File: src/rtl/lcd_receiver.sv
// HD44780-style character LCD responder: decodes RS/E/D writes into an 80-byte DDRAM image.
// rd_data has 1-cycle latency; no backpressure, bus events during the clear sequence are dropped with cmd_err.
module lcd_receiver #(
  parameter int         CLEAR_CYCLES = 80,
  parameter logic [7:0] BLANK        = 8'h20
) (
  input  logic       clk,
  input  logic       reset,
  input  logic       LCD_RS,
  input  logic       LCD_E,
  input  logic [7:0] LCD_D,
  input  logic [6:0] rd_addr,
  output logic [7:0] rd_data,
  output logic [6:0] cursor_addr,
  output logic       disp_on,
  output logic       cursor_on,
  output logic       blink_on,
  output logic       two_line,
  output logic       busy,
  output logic       cmd_err
);

  localparam int DEPTH = 80;

  typedef enum logic {IDLE, CLEAR} state_t;
  typedef enum logic {SEL_DDRAM, SEL_CGRAM} ram_sel_t;

  state_t     state_q, state_d;
  ram_sel_t   ram_sel;
  logic       e_q;
  logic       increment;
  logic [6:0] clr_cnt;
  logic [7:0] ddram [DEPTH];

  logic ev, ev_ok, ev_drop, is_instr, is_ddram_data, ac_valid;
  logic data_wr, data_err, clear_done;

  function automatic logic addr_valid(input logic [6:0] a, input logic tl);
    return tl ? (a[5:0] <= 6'h27) : (a <= 7'h4F);
  endfunction

  // Two-line mode packs line 2 (0x40..0x67) directly after line 1 in the array.
  function automatic logic [6:0] addr_index(input logic [6:0] a, input logic tl);
    return tl ? ((a[6] ? 7'd40 : 7'd0) + {1'b0, a[5:0]}) : a;
  endfunction

  function automatic logic [6:0] addr_step(input logic [6:0] a, input logic up, input logic tl);
    logic [6:0] n;
    if (tl && up && a == 7'h27)       n = 7'h40;
    else if (tl && up && a == 7'h67)  n = 7'h00;
    else if (tl && !up && a == 7'h00) n = 7'h67;
    else if (tl && !up && a == 7'h40) n = 7'h27;
    else if (!tl && up && a == 7'h4F) n = 7'h00;
    else if (!tl && !up && a == 7'h00) n = 7'h4F;
    else if (up)                      n = a + 7'd1;
    else                              n = a - 7'd1;
    return n;
  endfunction

  always_comb begin
    ev            = e_q & ~LCD_E;
    busy          = (state_q == CLEAR);
    ev_drop       = ev & busy;
    ev_ok         = ev & ~busy;
    is_instr      = ev_ok & ~LCD_RS;
    is_ddram_data = ev_ok & LCD_RS & (ram_sel == SEL_DDRAM);
    ac_valid      = addr_valid(cursor_addr, two_line);
    data_wr       = is_ddram_data & ac_valid;
    data_err      = is_ddram_data & ~ac_valid;
    clear_done    = busy & (clr_cnt == 7'(CLEAR_CYCLES - 1));
    state_d       = state_q;
    case (state_q)
      IDLE:    if (is_instr && LCD_D == 8'h01) state_d = CLEAR;
      CLEAR:   if (clear_done) state_d = IDLE;
      default: state_d = IDLE;
    endcase
  end

  always_ff @(posedge clk) begin
    if (reset) state_q <= CLEAR;
    else       state_q <= state_d;
  end

  // The clear sequence owns the write port while busy; bus data is dropped then.
  always_ff @(posedge clk) begin
    if (!reset) begin
      if (busy) begin
        if (clr_cnt < 7'(DEPTH)) ddram[clr_cnt] <= BLANK;
      end else if (data_wr) begin
        ddram[addr_index(cursor_addr, two_line)] <= LCD_D;
      end
    end
  end

  always_ff @(posedge clk) begin
    if (reset) begin
      e_q         <= 1'b0;
      clr_cnt     <= 7'd0;
      cursor_addr <= 7'd0;
      increment   <= 1'b1;
      ram_sel     <= SEL_DDRAM;
      disp_on     <= 1'b0;
      cursor_on   <= 1'b0;
      blink_on    <= 1'b0;
      two_line    <= 1'b0;
      cmd_err     <= 1'b0;
      rd_data     <= BLANK;
    end else begin
      e_q     <= LCD_E;
      cmd_err <= ev_drop | data_err;
      clr_cnt <= (busy && !clear_done) ? clr_cnt + 7'd1 : 7'd0;
      rd_data <= addr_valid(rd_addr, two_line) ? ddram[addr_index(rd_addr, two_line)] : BLANK;

      if (clear_done) begin
        cursor_addr <= 7'd0;
        increment   <= 1'b1;
        ram_sel     <= SEL_DDRAM;
      end

      if (data_wr) cursor_addr <= addr_step(cursor_addr, increment, two_line);

      if (is_instr) begin
        priority casez (LCD_D)
          8'b1???????: begin
            cursor_addr <= LCD_D[6:0];
            ram_sel     <= SEL_DDRAM;
          end
          8'b01??????: ram_sel  <= SEL_CGRAM;
          8'b001?????: two_line <= LCD_D[3];
          8'b0001????: if (!LCD_D[3]) cursor_addr <= addr_step(cursor_addr, LCD_D[2], two_line);
          8'b00001???: begin
            disp_on   <= LCD_D[2];
            cursor_on <= LCD_D[1];
            blink_on  <= LCD_D[0];
          end
          8'b000001??: increment   <= LCD_D[1];
          8'b0000001?: cursor_addr <= 7'd0;
          default: ;
        endcase
      end
    end
  end

endmodule

File: config.mk
export PLATFORM = sky130hd
export DESIGN_NAME = lcd_receiver
export DESIGN_NICKNAME = d
export VERILOG_FILES = /design/src/rtl/lcd_receiver.sv
export SDC_FILE = /design/constraint.sdc
export NUM_CORES = 1
export LEC_CHECK = 0
export ABC_AREA = 1
export BUFFER_PORTS_ARGS = -buffer_cell sky130_fd_sc_hd__clkbuf_2
export CORE_ASPECT_RATIO = 1.4
export CORE_MARGIN = 2
export CORE_UTILIZATION = 45
export CTS_CLUSTER_SIZE = 20
export DETAILED_ROUTE_END_ITERATION = 6
export PLACE_DENSITY = 0.67
export SYNTH_ARGS = -nofsm -noshare
export SYNTH_HDL_FRONTEND = slang
export SYNTH_SLANG_ARGS = --single-unit
export TNS_END_PERCENT = 20
File: constraint.sdc
create_clock -name clk -period 5.63 [get_ports clk]
set_clock_uncertainty 0.2 [all_clocks]
set_input_delay 1.126 -clock clk [delete_from_list [all_inputs] [get_ports clk]]
set_output_delay 1.126 -clock clk [all_outputs]
set_load 0.1 [all_outputs]
==> flow_metrics.env <==
export IMPL_gp_congestion=0.971
export IMPL_cts_resized=0
export IMPL_async_reset_ff_share_pct=0
export IMPL_worstPathRequired_ns=5.70
export IMPL_drtIter0Drc=1869
export IMPL_post_cts_buffers=0
export IMPL_die_w_um=217
export IMPL_area_growth_pct=10.9
export IMPL_end_kind="flip-flop"
export IMPL_cpMaxStageDelayCell="nor2_1"
export IMPL_clock_latency_ns=0.63
export IMPL_holdBufCountCts=0
export IMPL_grt_usage_pct=23.1
export IMPL_final_setup_worst_slack_ns=1.49
export IMPL_antenna_found_initial=0
export IMPL_dieArea_mm2=0.0657
export IMPL_core_mm2=0.0630
export IMPL_outcome="completed"
export IMPL_crit_chain="inv_1, ha_1, a21oi_1, o21ai_2, nand2_4, nand3_4, nand2_1, inv_1, nor2_4, nand4_4, nor2_1"
export IMPL_floorplan_io_pins=40
export IMPL_grt_max_degree=214
export IMPL_fin_nets=2620
export IMPL_antenna_left=0
export IMPL_criticalPathCategory="flip-flop to flip-flop"
export IMPL_grt_pass1_vias=19400
export IMPL_num_vias=19700
export IMPL_ys_seq_area_share_pct=69.3
export IMPL_io_buffers=39
export IMPL_powerDensity_mw_per_mm2=318
export IMPL_start_kind="flip-flop"
export IMPL_rsz0062_at_grt="false"
export IMPL_tns_ns=0
export IMPL_syn_inst=2594
export IMPL_worstPathArrival_ns=4.21
export IMPL_syn_area_mm2=0.0286
export IMPL_stdcell_area_mm2=0.0318
export IMPL_antenna_cells=0
export IMPL_synth_main_ff_cell="edfxtp_1"
export IMPL_cts_buffers=60
export IMPL_path_common_cell="inv_1"
export IMPL_maxSlewViolCount=0
export IMPL_fp_row_count=109
export IMPL_cp_slowest_stage_delay_ns=0.67
export IMPL_min_period_over_period_pct=73.6
export IMPL_total_power_mw=10.1
export IMPL_hold_violations=0
export IMPL_vias_per_cell=5.66
export IMPL_relSlewSlack_pct=24.4
export IMPL_finalSetupViolCount=0
export IMPL_cts_tree="done"
export IMPL_p_leak_nw=12.3
export IMPL_cts_root_buf="clkbuf_16"
export IMPL_cp_max_fo=24
export IMPL_drv_cap=0
export IMPL_drc=0
export IMPL_clk_pin_slew_ns=0.07
export IMPL_synth_avg_cell_area_um2=11.0
export IMPL_initial_core_util_pct=45.5
export IMPL_fmax_mhz=241
export IMPL_min_period_ns=4.14
export IMPL_overflow=0
export IMPL_yosys_warnings=0
export IMPL_fp_dieH_um=303
export IMPL_dp_slack_ns=1.19
export IMPL_tightest_slew_ns=1.13
export IMPL_dr_pass1_iters=5
export IMPL_final_layout_size_suffix_gt1_share_pct=8.26
export IMPL_grt_first_pass_wirelength_mm=114
export IMPL_clk_path_buf_depth=3
export IMPL_wl_mm=75.9
export IMPL_ir_drop_v=0.000256
export IMPL_synth_seq_cells=671
export IMPL_cts_htree_levels=2
export IMPL_synth_net_count=2624
export IMPL_wl_per_cell_um=21.9
export IMPL_synth_edf_count=640
export IMPL_cts_sinks=671
export IMPL_ys_types=45
export IMPL_dpl_hpwl_mm=47.7
export IMPL_placed_area_mm2=0.0297
export IMPL_hp_class="flip-flop to flip-flop"
power breakdown:
part | internal, mW | leakage [nW] | switching, mW
clock network | 2.39 | 0.985 | 1.83
registers | 5.40 | 7.55 | 0.00632
logic | 0.114 | 3.79 | 0.381
registers in the layout, summed over array words and instances, names as in the netlist, 7 cells and up:
signal	flops
clr_cnt	7
rd_data	8
ddram	640
cursor_addr	7
per-layer routing:
layer / track usage [%] / vias to the layer above / share of wire [%]
met1: 28.8 / 9491 / 38
met4: 11.4 / 0 / 5.0
met2: 40.0 / 910 / 49
met3: 2.82 / 201 / 7.2
li1: - / 9061 / -
met5: 0 / - / 0
critical path: cells and delay by family (launching register included):
kind	cells	cell delay (ns)
flops	1	0.64
buf+inv	2	0.29
compound gates	2	0.26
simple gates	6	2.13
fa+ha+maj	1	0.26
through the flow:
| stage | std cells | util, % | hold slack, ns |
|---|---|---|---|
| 4_1_cts | 3472 | 50.4 | 0.292 |
| 2_1_floorplan | 2594 | - | 0.241 |
| 5_1_grt | 3472 | 50.4 | 0.319 |
| 3_5_place_dp | 3360 | 47.2 | 0.276 |
| 6_report | 3472 | 50.4 | 0.292 |
| 3_3_place_gp | 3360 | 47.2 | 0.276 |
path summary, 6_finish.rpt:
| path | from | to | slack, ns | cells past startpoint |
|---|---|---|---|---|
| min reg2reg | blink_on$_SDFFE_PP0P_ | blink_on$_SDFFE_PP0P_ | 0.29 | 2 |
| min | blink_on$_SDFFE_PP0P_ | blink_on$_SDFFE_PP0P_ | 0.29 | 2 |
| max | cursor_addr[5]$_SDFF_PP0_ | ddram[40][4]$_DFFE_PP_ | 1.49 | 11 |
| max reg2reg | cursor_addr[5]$_SDFF_PP0_ | ddram[40][4]$_DFFE_PP_ | 1.49 | 11 |
kinds of logic after synthesis:
family	synth area share, %
flops	69.3
simple gates	20.1
fa+ha+maj	0.480
buf+inv	3.24
mux	0.0699
compound gates	6.53
xor+xnor	0.306
layout make-up:
type	count	area, um^2
Sequential cell	671	19800
Clock inverter	41	488
Tap cell	832	1040
Clock buffer	71	1540
Timing Repair Buffer	75	566
Multi-Input combinational cell	1691	7950
Fill cell	5435	31200
Inverter	91	354
placed cells by master (no fill, tap or decap), types with 37 or more instances in the layout:
| master | count |
|---|---|
| nand2_1 | 760 |
| edfxtp_1 | 640 |
| nand3_1 | 308 |
| nor2_1 | 232 |
| a21oi_1 | 97 |
| o21ai_0 | 90 |
| inv_1 | 80 |
| clkbuf_16 | 60 |
| o211ai_1 | 47 |
| clkbuf_2 | 37 |
cell usage after synthesis, drive strengths merged, types with 2 or more instances:
master    n  area [um^2]
o211ai   47          353
clkbuf  104          390
a211oi    5         37.5
clkinv    6         22.5
nand3   314         1610
xnor2     2         17.5
nand2   766         2890
a21oi    97          485
edfxtp  640        19200
xor2      8         70.1
o21ai   100          553
dfxtp    31          621
nor2    247          962
nand4    18          233
nor3      8         40.0
mux2i     2         20.0
nor4      3         18.8
o221ai    2         17.5
buf      37          191
a21boi   30          225
ha       11          138
o22ai    24          150
inv      85          324
Power figures use the tool's default switching activity.
